==> src/rtl/load_store_unit.sv <==
// ---------------------------------------------------------------------------
// load_store_unit
//
// Memory-stage load/store unit. Takes the effective address and store data
// from execute, performs one transaction on a valid/ready request, valid
// response data bus, stalls the upstream pipeline while the access is in
// flight, and returns aligned, sign/zero-extended load data.
//
// Optional feature macro: MISALIGN_TRAP_EN
//   defined   : misaligned H/HU/W accesses skip the bus, go straight to DONE
//               and pulse misalign_o.
//   undefined : misalignment is ignored. The offending low address bits are
//               cleared and the access runs normally. misalign_o is tied to 0.
//
// Ports
//   clk, rst          clock, synchronous active-high reset
//   mem_rd, mem_wr    load / store request from execute (store wins)
//   mem_type          funct3 access size/sign (B,H,W,BU,HU)
//   addr, wdata       effective address, store data
//   stall_o           holds fetch/decode/execute
//   req_*             bus request channel (valid/ready)
//   rsp_valid_i/rdata bus read response
//   load_data_o       extended load result, held until next load completes
//   load_valid_o      one-cycle pulse when a load completes
//   misalign_o        one-cycle misaligned-access pulse (trap build only)
// ---------------------------------------------------------------------------
module load_store_unit #(
  parameter int BUS_WIDTH = 32
) (
  input  logic                 clk,
  input  logic                 rst,
  input  logic                 mem_rd,
  input  logic                 mem_wr,
  input  logic [2:0]           mem_type,
  input  logic [BUS_WIDTH-1:0] addr,
  input  logic [BUS_WIDTH-1:0] wdata,
  output logic                 stall_o,
  output logic                 req_valid_o,
  input  logic                 req_ready_i,
  output logic                 req_we_o,
  output logic [BUS_WIDTH-1:0] req_addr_o,
  output logic [BUS_WIDTH-1:0] req_wdata_o,
  output logic [3:0]           req_be_o,
  input  logic                 rsp_valid_i,
  input  logic [BUS_WIDTH-1:0] rsp_rdata_i,
  output logic [BUS_WIDTH-1:0] load_data_o,
  output logic                 load_valid_o,
  output logic                 misalign_o
);

  typedef enum logic [1:0] {S_IDLE, S_REQ, S_WAIT, S_DONE} state_t;

  localparam logic [1:0] SZ_B = 2'd0;
  localparam logic [1:0] SZ_H = 2'd1;
  localparam logic [1:0] SZ_W = 2'd2;

  state_t               state_q, state_d;
  logic                 we_q, we_d;
  logic [BUS_WIDTH-1:0] addr_q, addr_d;
  logic [BUS_WIDTH-1:0] wdata_q, wdata_d;
  logic [3:0]           be_q, be_d;
  logic [1:0]           size_q, size_d;
  logic                 uns_q, uns_d;
  logic [1:0]           off_q, off_d;
  logic [BUS_WIDTH-1:0] ld_q, ld_d;

  // Decoded incoming access
  logic [1:0]           in_size;
  logic                 in_uns;
  logic [1:0]           in_off;
  logic [3:0]           in_be;
  logic [BUS_WIDTH-1:0] in_wdata;
  logic                 access;

  // Load extraction
  logic [7:0]           byte_lane [4];
  logic [7:0]           sel_byte;
  logic [15:0]          sel_half;
  logic [BUS_WIDTH-1:0] ext_data;

  assign access = mem_rd || mem_wr;

  // funct3 decode; 011 and 11x fall through to word.
  always_comb begin
    in_size = SZ_W;
    in_uns  = 1'b0;
    unique case (mem_type)
      3'b000:  begin in_size = SZ_B; in_uns = 1'b0; end
      3'b001:  begin in_size = SZ_H; in_uns = 1'b0; end
      3'b100:  begin in_size = SZ_B; in_uns = 1'b1; end
      3'b101:  begin in_size = SZ_H; in_uns = 1'b1; end
      default: begin in_size = SZ_W; in_uns = 1'b0; end
    endcase
  end

  // Lane offset, byte enables and replicated store data. Clearing the low
  // offset bits for H/W is what makes a non-trapping misaligned access
  // behave as the aligned access below it.
  always_comb begin
    in_off   = addr[1:0];
    in_be    = 4'b1111;
    in_wdata = wdata;
    unique case (in_size)
      SZ_B: begin
        in_off   = addr[1:0];
        in_be    = 4'b0001 << addr[1:0];
        in_wdata = {4{wdata[7:0]}};
      end
      SZ_H: begin
        in_off   = {addr[1], 1'b0};
        in_be    = addr[1] ? 4'b1100 : 4'b0011;
        in_wdata = {2{wdata[15:0]}};
      end
      default: begin
        in_off   = 2'b00;
        in_be    = 4'b1111;
        in_wdata = wdata;
      end
    endcase
  end

`ifdef MISALIGN_TRAP_EN
  logic mis_q, mis_d;
  logic in_mis;
  assign in_mis = ((in_size == SZ_H) && addr[0]) ||
                  ((in_size == SZ_W) && (addr[1:0] != 2'b00));
`endif

  // Split the response word into byte lanes for offset selection.
  for (genvar gi = 0; gi < 4; gi++) begin : g_lane
    assign byte_lane[gi] = rsp_rdata_i[8*gi +: 8];
  end

  assign sel_byte = byte_lane[off_q];
  assign sel_half = off_q[1] ? rsp_rdata_i[31:16] : rsp_rdata_i[15:0];

  always_comb begin
    ext_data = rsp_rdata_i;
    unique case (size_q)
      SZ_B:    ext_data = uns_q ? {24'd0, sel_byte} : {{24{sel_byte[7]}}, sel_byte};
      SZ_H:    ext_data = uns_q ? {16'd0, sel_half} : {{16{sel_half[15]}}, sel_half};
      default: ext_data = rsp_rdata_i;
    endcase
  end

  // Next-state logic
  always_comb begin
    state_d = state_q;
    we_d    = we_q;
    addr_d  = addr_q;
    wdata_d = wdata_q;
    be_d    = be_q;
    size_d  = size_q;
    uns_d   = uns_q;
    off_d   = off_q;
    ld_d    = ld_q;
`ifdef MISALIGN_TRAP_EN
    mis_d   = mis_q;
`endif
    unique case (state_q)
      S_IDLE: begin
        if (access) begin
          we_d    = mem_wr;
          addr_d  = {addr[BUS_WIDTH-1:2], 2'b00};
          wdata_d = in_wdata;
          be_d    = in_be;
          size_d  = in_size;
          uns_d   = in_uns;
          off_d   = in_off;
          state_d = S_REQ;
`ifdef MISALIGN_TRAP_EN
          mis_d   = in_mis;
          if (in_mis) state_d = S_DONE;
`endif
        end
      end
      S_REQ: begin
        // Stores are posted: no response is expected.
        if (req_ready_i) state_d = we_q ? S_DONE : S_WAIT;
      end
      S_WAIT: begin
        if (rsp_valid_i) begin
          ld_d    = ext_data;
          state_d = S_DONE;
        end
      end
      default: state_d = S_IDLE;
    endcase
  end

  always_ff @(posedge clk) begin
    if (rst) begin
      state_q <= S_IDLE;
      we_q    <= 1'b0;
      addr_q  <= '0;
      wdata_q <= '0;
      be_q    <= 4'b0000;
      size_q  <= SZ_B;
      uns_q   <= 1'b0;
      off_q   <= 2'b00;
      ld_q    <= '0;
`ifdef MISALIGN_TRAP_EN
      mis_q   <= 1'b0;
`endif
    end else begin
      state_q <= state_d;
      we_q    <= we_d;
      addr_q  <= addr_d;
      wdata_q <= wdata_d;
      be_q    <= be_d;
      size_q  <= size_d;
      uns_q   <= uns_d;
      off_q   <= off_d;
      ld_q    <= ld_d;
`ifdef MISALIGN_TRAP_EN
      mis_q   <= mis_d;
`endif
    end
  end

  assign stall_o = !rst && ((state_q == S_IDLE && access) ||
                            state_q == S_REQ || state_q == S_WAIT);

  assign req_valid_o = (state_q == S_REQ);
  assign req_we_o    = we_q;
  assign req_addr_o  = addr_q;
  assign req_wdata_o = wdata_q;
  assign req_be_o    = be_q;
  assign load_data_o = ld_q;

`ifdef MISALIGN_TRAP_EN
  assign load_valid_o = (state_q == S_DONE) && !we_q && !mis_q;
  assign misalign_o   = (state_q == S_DONE) && mis_q;
`else
  assign load_valid_o = (state_q == S_DONE) && !we_q;
  assign misalign_o   = 1'b0;
`endif

endmodule

==> config.mk <==
export PLATFORM = sky130hd
export DESIGN_NAME = load_store_unit
export DESIGN_NICKNAME = d
export VERILOG_FILES = /design/src/rtl/load_store_unit.sv
export SDC_FILE = /design/constraint.sdc
export NUM_CORES = 1
export LEC_CHECK = 0
export CORE_MARGIN = 3
export CORE_UTILIZATION = 40
export CTS_CLUSTER_DIAMETER = 100
export CTS_CLUSTER_SIZE = 30
export DETAILED_ROUTE_END_ITERATION = 16
export PLACE_DENSITY_LB_ADDON = 0.05
export SYNTH_ARGS = -nofsm -noshare
export SYNTH_HDL_FRONTEND = slang
export SYNTH_SLANG_ARGS = --single-unit
export TNS_END_PERCENT = 50
==> constraint.sdc <==
create_clock -name clk -period 3.05 [get_ports clk]
set_clock_uncertainty 0.15 [all_clocks]
set_input_delay 0.61 -clock clk [delete_from_list [all_inputs] [get_ports clk]]
set_output_delay 0.61 -clock clk [all_outputs]
set_load 0.01 [all_outputs]
* Yosys cells after proc, flatten, opt, wreduce, memory -nomap -nowiden
Cells that the tools add are included.
** Storage, ports and cells
- Register bits after elaboration :: 106
** Cells by class
- Order comparisons :: 1
- Equality and inequality tests :: 11
- Shift operators :: 1
- Muxes and demuxes :: 18
- Bitwise logic cells :: 1
- Reduce and logical (&&, ||, !) cells :: 18
** Operator list (number)
- $pmux 32 s2 :: 2
- $mux 32 :: 2
- $bmux 8 s2 :: 1
- $mux 16 :: 1
- $mux 8 :: 2
- $pmux 2 s2 :: 2
- $pmux 4 s2 :: 1
- $eq 2x1->1 const B :: 3
- $eq 3x3->1 const B :: 2
- $logic_not 2->1 :: 3
- $mux 2 :: 3
- $pmux 2 s3 :: 1
- $reduce_or 2->1 :: 3
- $eq 2x2->1 const B :: 2
- $mux 4 :: 1
- $ne 2x2->1 const B :: 2
- $reduce_and 2->1 :: 2
- $shl 1x2->4 const A :: 1
- $eq 3x1->1 const B :: 1
- $ge 3x3->1 const B :: 1
- $logic_and 1x1->1 :: 3
- $logic_not 3->1 :: 1
- $logic_or 1x1->1 :: 3
- $not 2->3 :: 1
- other kinds (4) :: 6

* Depth between registers and ports, before layout
Gate-level depths: netlist (run 1).
- Word-level depth :: 6
- Mapped depth :: 7

* Worst setup path before layout (run 1)
No wires, ideal clock.
- Kind :: input-to-output
- Start point :: input mem_wr
- End point :: output stall_o
- Arrival time :: 1237 ps
- Required time :: 2290 ps
- Path slack :: 1053 ps
- Cell stages on the path :: 3
- Buffers on the path :: 1
- Cells stage by stage :: o21ai_1 > clkbuf_1 > a21oi_1
** Between the ends
- Word-level cells in the longest chain between the ends :: 5
** Ends and longest elaborated chain
- start: declaration :: RTL line 33 : input logic mem_wr,
- $logic_or 1x1->1 :: RTL line 81 : assign access = mem_rd || mem_wr;
- $logic_and 1x1->1 :: RTL line 221 : assign stall_o = !rst && ((state_q == S_IDLE && access) ||
- $logic_or 1x1->1 :: RTL line 221
- $logic_or 1x1->1 :: RTL line 222 : state_q == S_REQ || state_q == S_WAIT);
- $logic_and 1x1->1 :: RTL line 221
- end: declaration :: RTL line 37 : output logic stall_o,
Every way passes these cells.

* Final worst setup path (run 1)
Same ends and word-level chain as after synthesis.

==> results.json, run 1 <==
{
  "yosysWarnings": 0,
  "post_cts_buffers": 0,
  "ys_seq_area_frac": 0.4407,
  "synthTopCellsByArea": "dfxtp_1 (44%), nand2_1 (11%), a21oi_1 (6.7%), a211oi_1 (5.0%), nor2_1 (4.1%)",
  "fin_crit_ns": 2.700,
  "cts_sinks": 106,
  "multiInputGateArea_mm2": 0.002437,
  "n_fill_cell": 1026,
  "fp.dieH_um": 115.7,
  "first_iter_violations": 395,
  "yosysTopAreaCell": "dfxtp_1",
  "drive_gt1_frac": 0.07742,
  "h-tree-depth": 3,
  "n_antenna_cell": 0,
  "ff_latch_area_mm2": 0.002122,
  "portBuffers": 206,
  "synth-seq-cells": 106,
  "finalHoldViolations": 0,
  "ios": 210,
  "cts.clk_slew.worst_paths_ns": 0.07,
  "dr_total_vias": 4761,
  "peakVddDrop_mv": 0.5114,
  "critical_path_class": "in2out",
  "grt_max_degree": 87,
  "cts_hold_buf": 0,
  "dieArea_mm2": 0.01339,
  "critPathMaxFanout": 4,
  "wl_per_cell_um": 15.97,
  "arrival_ns": 1.94,
  "crit_chain": "clkdlybuf4s50_1 > o21ai_4 > a21oi_1 > clkdlybuf4s50_1",
  "start_kind": "primary input",
  "max_stage_delay_ns": 0.58,
  "worstSetupStartpoint": "mem_wr",
  "ant_nets": 0,
  "synth_top_area_share": 0.4407,
  "nets": 879,
  "slew_headroom": 0.4724,
  "min_from": "req_be_o[1]",
  "yosysUniqueCellTypes": 43,
  "cellLeakagePower_nw": 2.579,
  "num_rows": 39,
  "die_w_um": 115.7,
  "cpLargestDelayFamily": "buffers and inverters",
  "drt_first_pass_iters": 4,
  "crit_required_ns": 2.29,
  "maxSlewViolCount": 0,
  "gp_congestion": 0.7895,
  "grt_pass1_wl_um": 22900,
  "wirelength_um": 14660,
  "root_buffer": "clkbuf_16",
  "finalNonFillerCells": 918,
  "overflow": 0,
  "cts_tree": "built",
  "syn2layout_area_growth_pct": 50.26,
  "dp_cells": 902,
  "dp_hpwl_um": 10700,
  "synthCells": 591,
  "cts_made_buffers": 9,
  "clock_latency_ns": 0.35,
  "drc": 0,
  "cts_resized": 0,
  "viasPerCell": 5.186,
  "crit_buf_inv": 2,
  "max_freq_mhz": 370.3,
  "mappedNetlistArea_mm2": 0.004815,
  "r2r-start": "off_q[1]",
  "track_usage": 0.2157,
  "outcome": "complete, no violations",
  "crit_top_cell": "clkdlybuf4s50_1",
  "avgSynthCellArea_um2": 8.147,
  "grt_pass1_vias": 4554,
  "antenna_found_initial": 0,
  "cap_viol_max_count": 0,
  "clock_path_buffers": 2,
  "crit_path_top_delay_cell": "clkdlybuf4s50_1",
  "worst_pin_slew_ns": 0.7914,
  "cp-end-kind": "output port",
  "setup_viol": 0,
  "holdCritPathClass": "reg2reg",
  "initial_core_util": 0.4146,
  "rsz0062_at_grt": "false",
  "finalSetupTns_ns": 0,
  "core_area_mm2": 0.01161,
  "final.period_utilization": 0.8854,
  "p_per_area_mw_per_mm2": 773.7
}
-- synth_stat cells (all sizes together) --
| library cell | number |
|---|---|
| nand2 | 142 |
| dfxtp | 106 |
| a21oi | 65 |
| nor2 | 53 |
| a211oi | 43 |
| buf | 27 |
| clkbuf | 26 |
| o21ai | 25 |
| mux2i | 21 |
| nand3b | 16 |
| nand3 | 15 |
| a311oi | 8 |
| a31o | 7 |
| mux2 | 7 |
| inv | 6 |
| ha | 4 |
| nand2b | 4 |
| o22ai | 3 |
| nor2b | 2 |
| a221oi | 1 |
| a222oi | 1 |
| a22oi | 1 |
| and2 | 1 |
| conb | 1 |
| nor3 | 1 |
| nor3b | 1 |
| o21a | 1 |
| o21bai | 1 |
| o311ai | 1 |
| or2 | 1 |
-- metal layers --
metal | vias to the layer above | routed length (um) | share of wire | global-route usage
met2 | 153 | 7279 | 0.50 | 0.3696
met1 | 2212 | 5850 | 0.40 | 0.2488
li1 | 2382 | - | - | -
met5 | - | 0 | 0 | 0
met3 | 14 | 1312 | 0.089 | 0.07937
met4 | 0 | 221 | 0.015 | 0.07579
-- through the flow --
step	util	hold WS [ns]	power, W	cell area [um2]	setup WS, ns
after floorplan	-	0.2953	0.003293	4822	1.053
after global placement	0.5967	0.2921	0.004385	6930	0.3603
after detailed placement	0.5967	0.2966	0.004445	6930	0.3373
after CTS	0.6229	0.3063	0.005651	7234	0.3412
after global routing	0.6229	0.3186	0.005966	7234	0.2745
final	0.6229	0.3006	0.005597	7234	0.3496
-- kinds of logic (layout without fill, tap and decap cells) --
| kind of cell | after synthesis | after routing | synth area share |
|---|---|---|---|
| flip-flops | 106 | 106 | 0.4407 |
| AO/OA/AOI/OAI | 157 | 157 | 0.2173 |
| other | 1 | 3 | 0.0007789 |
| adder cells (fa/ha/maj) | 4 | 4 | 0.01040 |
| multiplexers | 28 | 28 | 0.06601 |
| AND/OR/NAND/NOR | 236 | 236 | 0.2076 |
| buffers and inverters | 59 | 241 | 0.05717 |
-- worst paths after layout --
path	to	slack (ns)	depth (start not counted)
hold / removal	req_be_o[1]	0.30	2
hold reg to reg	req_be_o[1]	0.30	2
setup / recovery	stall_o	0.35	4
setup reg to reg	load_data_o[8]	0.88	4
-- power breakdown --
part	switching (W)	leakage, nW	internal [W]
sequential	0.000232	0.871	0.00176
clock	0.000537	0.150	0.000664
combinational	0.00122	1.56	0.00118
total	0.00199	2.58	0.00360
-- layout make-up --
| cell class | instances | area share |
|---|---|---|
| clock buffers | 11 | 0.03355 |
| clock inverters | 5 | 0.008475 |
| inverters | 6 | 0.003113 |
| multi-input cells | 428 | 0.3369 |
| flip-flops and latches | 106 | 0.2933 |
| well taps | 143 | 0.02473 |
| repair buffers | 219 | 0.2999 |
-- flip-flops by register name (all words and copies together) (netlist names) --
register	count
req_wdata_o	32
req_we_o	1
size_q	2
state_q	2
req_be_o	4
uns_q	1
req_addr_o	30
load_data_o	32
off_q	2
-- worst min-delay path, stage by stage, from the launching register on --
cell and delay (ns):
dfxtp_1 0.31, nand2_1 0.05, a21oi_1 0.05
-- cell usage in the layout, fill, tap and decap left out, types with 7 or more instances in the layout --
cell type and instances:
nand3_1 15, nand2_1 142, a211oi_1 32, a211oi_2 10
nand3b_1 16, clkbuf_16 9, a21oi_1 64, dfxtp_1 106
nor2_1 52, clkdlybuf4s50_1 205, a311oi_1 8, mux2i_1 18
o21ai_0 24, buf_4 13, mux2_2 7
No activity file was read; power rests on OpenSTA's default activity.
==> inputs of run 2 (changes only) <==
--- a/config.mk
+++ b/config.mk
@@ -10,7 +10,10 @@
 export CTS_CLUSTER_DIAMETER = 100
 export CTS_CLUSTER_SIZE = 30
 export DETAILED_ROUTE_END_ITERATION = 16
+export GPL_ROUTABILITY_DRIVEN = 0
 export PLACE_DENSITY_LB_ADDON = 0.05
+export RECOVER_POWER = 100
+export SLEW_MARGIN = 25
 export SYNTH_ARGS = -nofsm -noshare
 export SYNTH_HDL_FRONTEND = slang
 export SYNTH_SLANG_ARGS = --single-unit
==> run 2 against run 1 <==
  * Routed wire length rose by 0.28%
  * Total power is 3.9% lower
  * Setup slack got worse by 0.096 ns
  * Global-route usage unchanged
  * Flip-flop and latch count did not move
  * Largest power group unchanged
  * Highest routed layer unchanged
==> results.json, run 2 (synthesis gave the netlist of run 1 again) <==
{
  "wl_per_cell_um": 16.02,
  "crit_end": "stall_o",
  "first_iter_violations": 379,
  "cts.clk_slew.worst_paths_ns": 0.07,
  "n_fill_cell": 1046,
  "seq_power_share": 0.366,
  "power.total_w": 0.005380,
  "layout_common_cells": "nand2_1 (142), dfxtp_1 (106), dlygate4sd3_1 (103), clkdlybuf4s50_1 (102), a21oi_1 (65)",
  "start_kind": "primary input",
  "drc": 0,
  "cts_made_buffers": 9,
  "syn2layout_area_growth_pct": 48.05,
  "post_cts_buffers": 0,
  "overflow": 0,
  "track_usage": 0.2157,
  "wirelength_um": 14700,
  "outcome": "complete, no violations",
  "die_w_um": 115.7,
  "portBuffers": 206,
  "nets": 879,
  "dp_hpwl_um": 10700,
  "fin_crit_ns": 2.796,
  "root_buffer": "clkbuf_16",
  "clock_path_buffers": 2,
  "clock_power_share": 0.223,
  "cp-end-kind": "output port",
  "wl_met3_um": 1194,
  "viasPerCell": 5.216,
  "routed.top_layer": "met4",
  "fp.dieH_um": 115.7,
  "cellLeakagePower_nw": 2.829,
  "arrival_ns": 2.04,
  "peakVddDrop_mv": 0.5025,
  "max_freq_mhz": 357.6,
  "critical_path_class": "in2out",
  "num_rows": 39,
  "wl_met1_um": 5877,
  "critPathMaxFanout": 4,
  "initial_core_util": 0.4146,
  "switching_share": 0.3618,
  "antenna_found_initial": 0,
  "dr_wl_met2_um": 7351,
  "cts_resized": 0,
  "final.period_utilization": 0.9168,
  "cts_sinks": 106,
  "switchingPower_w": 0.001946,
  "slew_headroom": 0.2539,
  "final_common_cell": "nand2_1",
  "maxSlewViolCount": 0,
  "ant_nets": 0,
  "rsz0062_at_grt": "false",
  "cap_viol_max_count": 0,
  "cts_hold_buf": 0,
  "drt_first_pass_iters": 4,
  "setup_viol": 0,
  "r2r-start": "off_q[1]",
  "grt_max_degree": 87,
  "p_int_w": 0.003433,
  "r2r_end": "load_data_o[13]",
  "n_antenna_cell": 0,
  "dieArea_mm2": 0.01339,
  "holdCritPathClass": "reg2reg",
  "reg2reg_setup_slack_ns": 0.46,
  "grt_pass1_vias": 4554,
  "finalHoldViolations": 0,
  "finalSetupTns_ns": 0,
  "crit_required_ns": 2.29,
  "worstSetupStartpoint": "mem_wr",
  "ff_latch_area_mm2": 0.002122,
  "worst_pin_slew_ns": 1.119,
  "h-tree-depth": 3,
  "drive_gt1_frac": 0.05935,
  "place_ws_ns": 0.3373,
  "ios": 210,
  "dr_total_vias": 4788,
  "power_frac_comb": 0.411,
  "r2r_cells": 4,
  "grt_pass1_wl_um": 22900,
  "core_area_mm2": 0.01161,
  "p_per_area_mw_per_mm2": 754.7,
  "clock_latency_ns": 0.35,
  "cts_tree": "built",
  "finalWorstSetupSlack_ns": 0.2539,
  "multiInputGateArea_mm2": 0.002354
}
run 2: changes by cell type in the layout (fill, tap and decap cells not counted), sizes merged:
cell           before  now
dlygate4sd3         0  103
clkbuf             11   15
buf                14   10
clkdlybuf4s50     205  102
run 2: metal layers:
metal,global-route usage,up-vias
met3,0.07937,19
met2,0.3696,139
met5,0,-
met1,0.2488,2243
li1,-,2387
met4,0.07579,0
run 2: worst min-delay path by stage:
stage / start / end / cells after the start
floorplan: uns_q / uns_q / 2
CTS: req_wdata_o[1] / req_wdata_o[1] / 2
finish: req_be_o[1] / req_be_o[1] / 2
global placement: req_addr_o[21] / req_addr_o[21] / 2
detailed placement: req_wdata_o[1] / req_wdata_o[1] / 2
global route: req_wdata_o[3] / req_wdata_o[3] / 2
run 2: through the flow:
step / area (um2) / hold slack, ns / cells / utilization
after global routing: 7128 / 0.3157 / 918 / 0.6138
after floorplan: 4822 / 0.2953 / 593 / -
after detailed placement: 6930 / 0.2966 / 902 / 0.5967
after global placement: 6930 / 0.2921 / 902 / 0.5967
after CTS: 7234 / 0.3063 / 918 / 0.6229
final: 7128 / 0.3003 / 918 / 0.6138
run 2: cell type report:
cell class / instances / share of cell area
Multi-Input combinational cell: 428 / 0.3302
Sequential cell: 106 / 0.2977
Clock inverter: 5 / 0.008601
Clock buffer: 11 / 0.03405
Tap cell: 143 / 0.02510
Inverter: 6 / 0.003160
Timing Repair Buffer: 219 / 0.3012
run 2: worst max-delay path: stages:
cell,delay (ns)
dlygate4sd3_1,0.60
o21ai_0,0.14
a21oi_1,0.14
clkdlybuf4s50_1,0.54
run 2: power groups by stage:
stage          logic, W  clock network, W  registers, W
4_1_cts         0.00244           0.00122       0.00199
2_1_floorplan   0.00116                 0       0.00213
3_5_place_dp    0.00243                 0       0.00202
3_3_place_gp    0.00239                 0       0.00200
6_report        0.00221           0.00120       0.00197
5_1_grt         0.00245           0.00128       0.00202
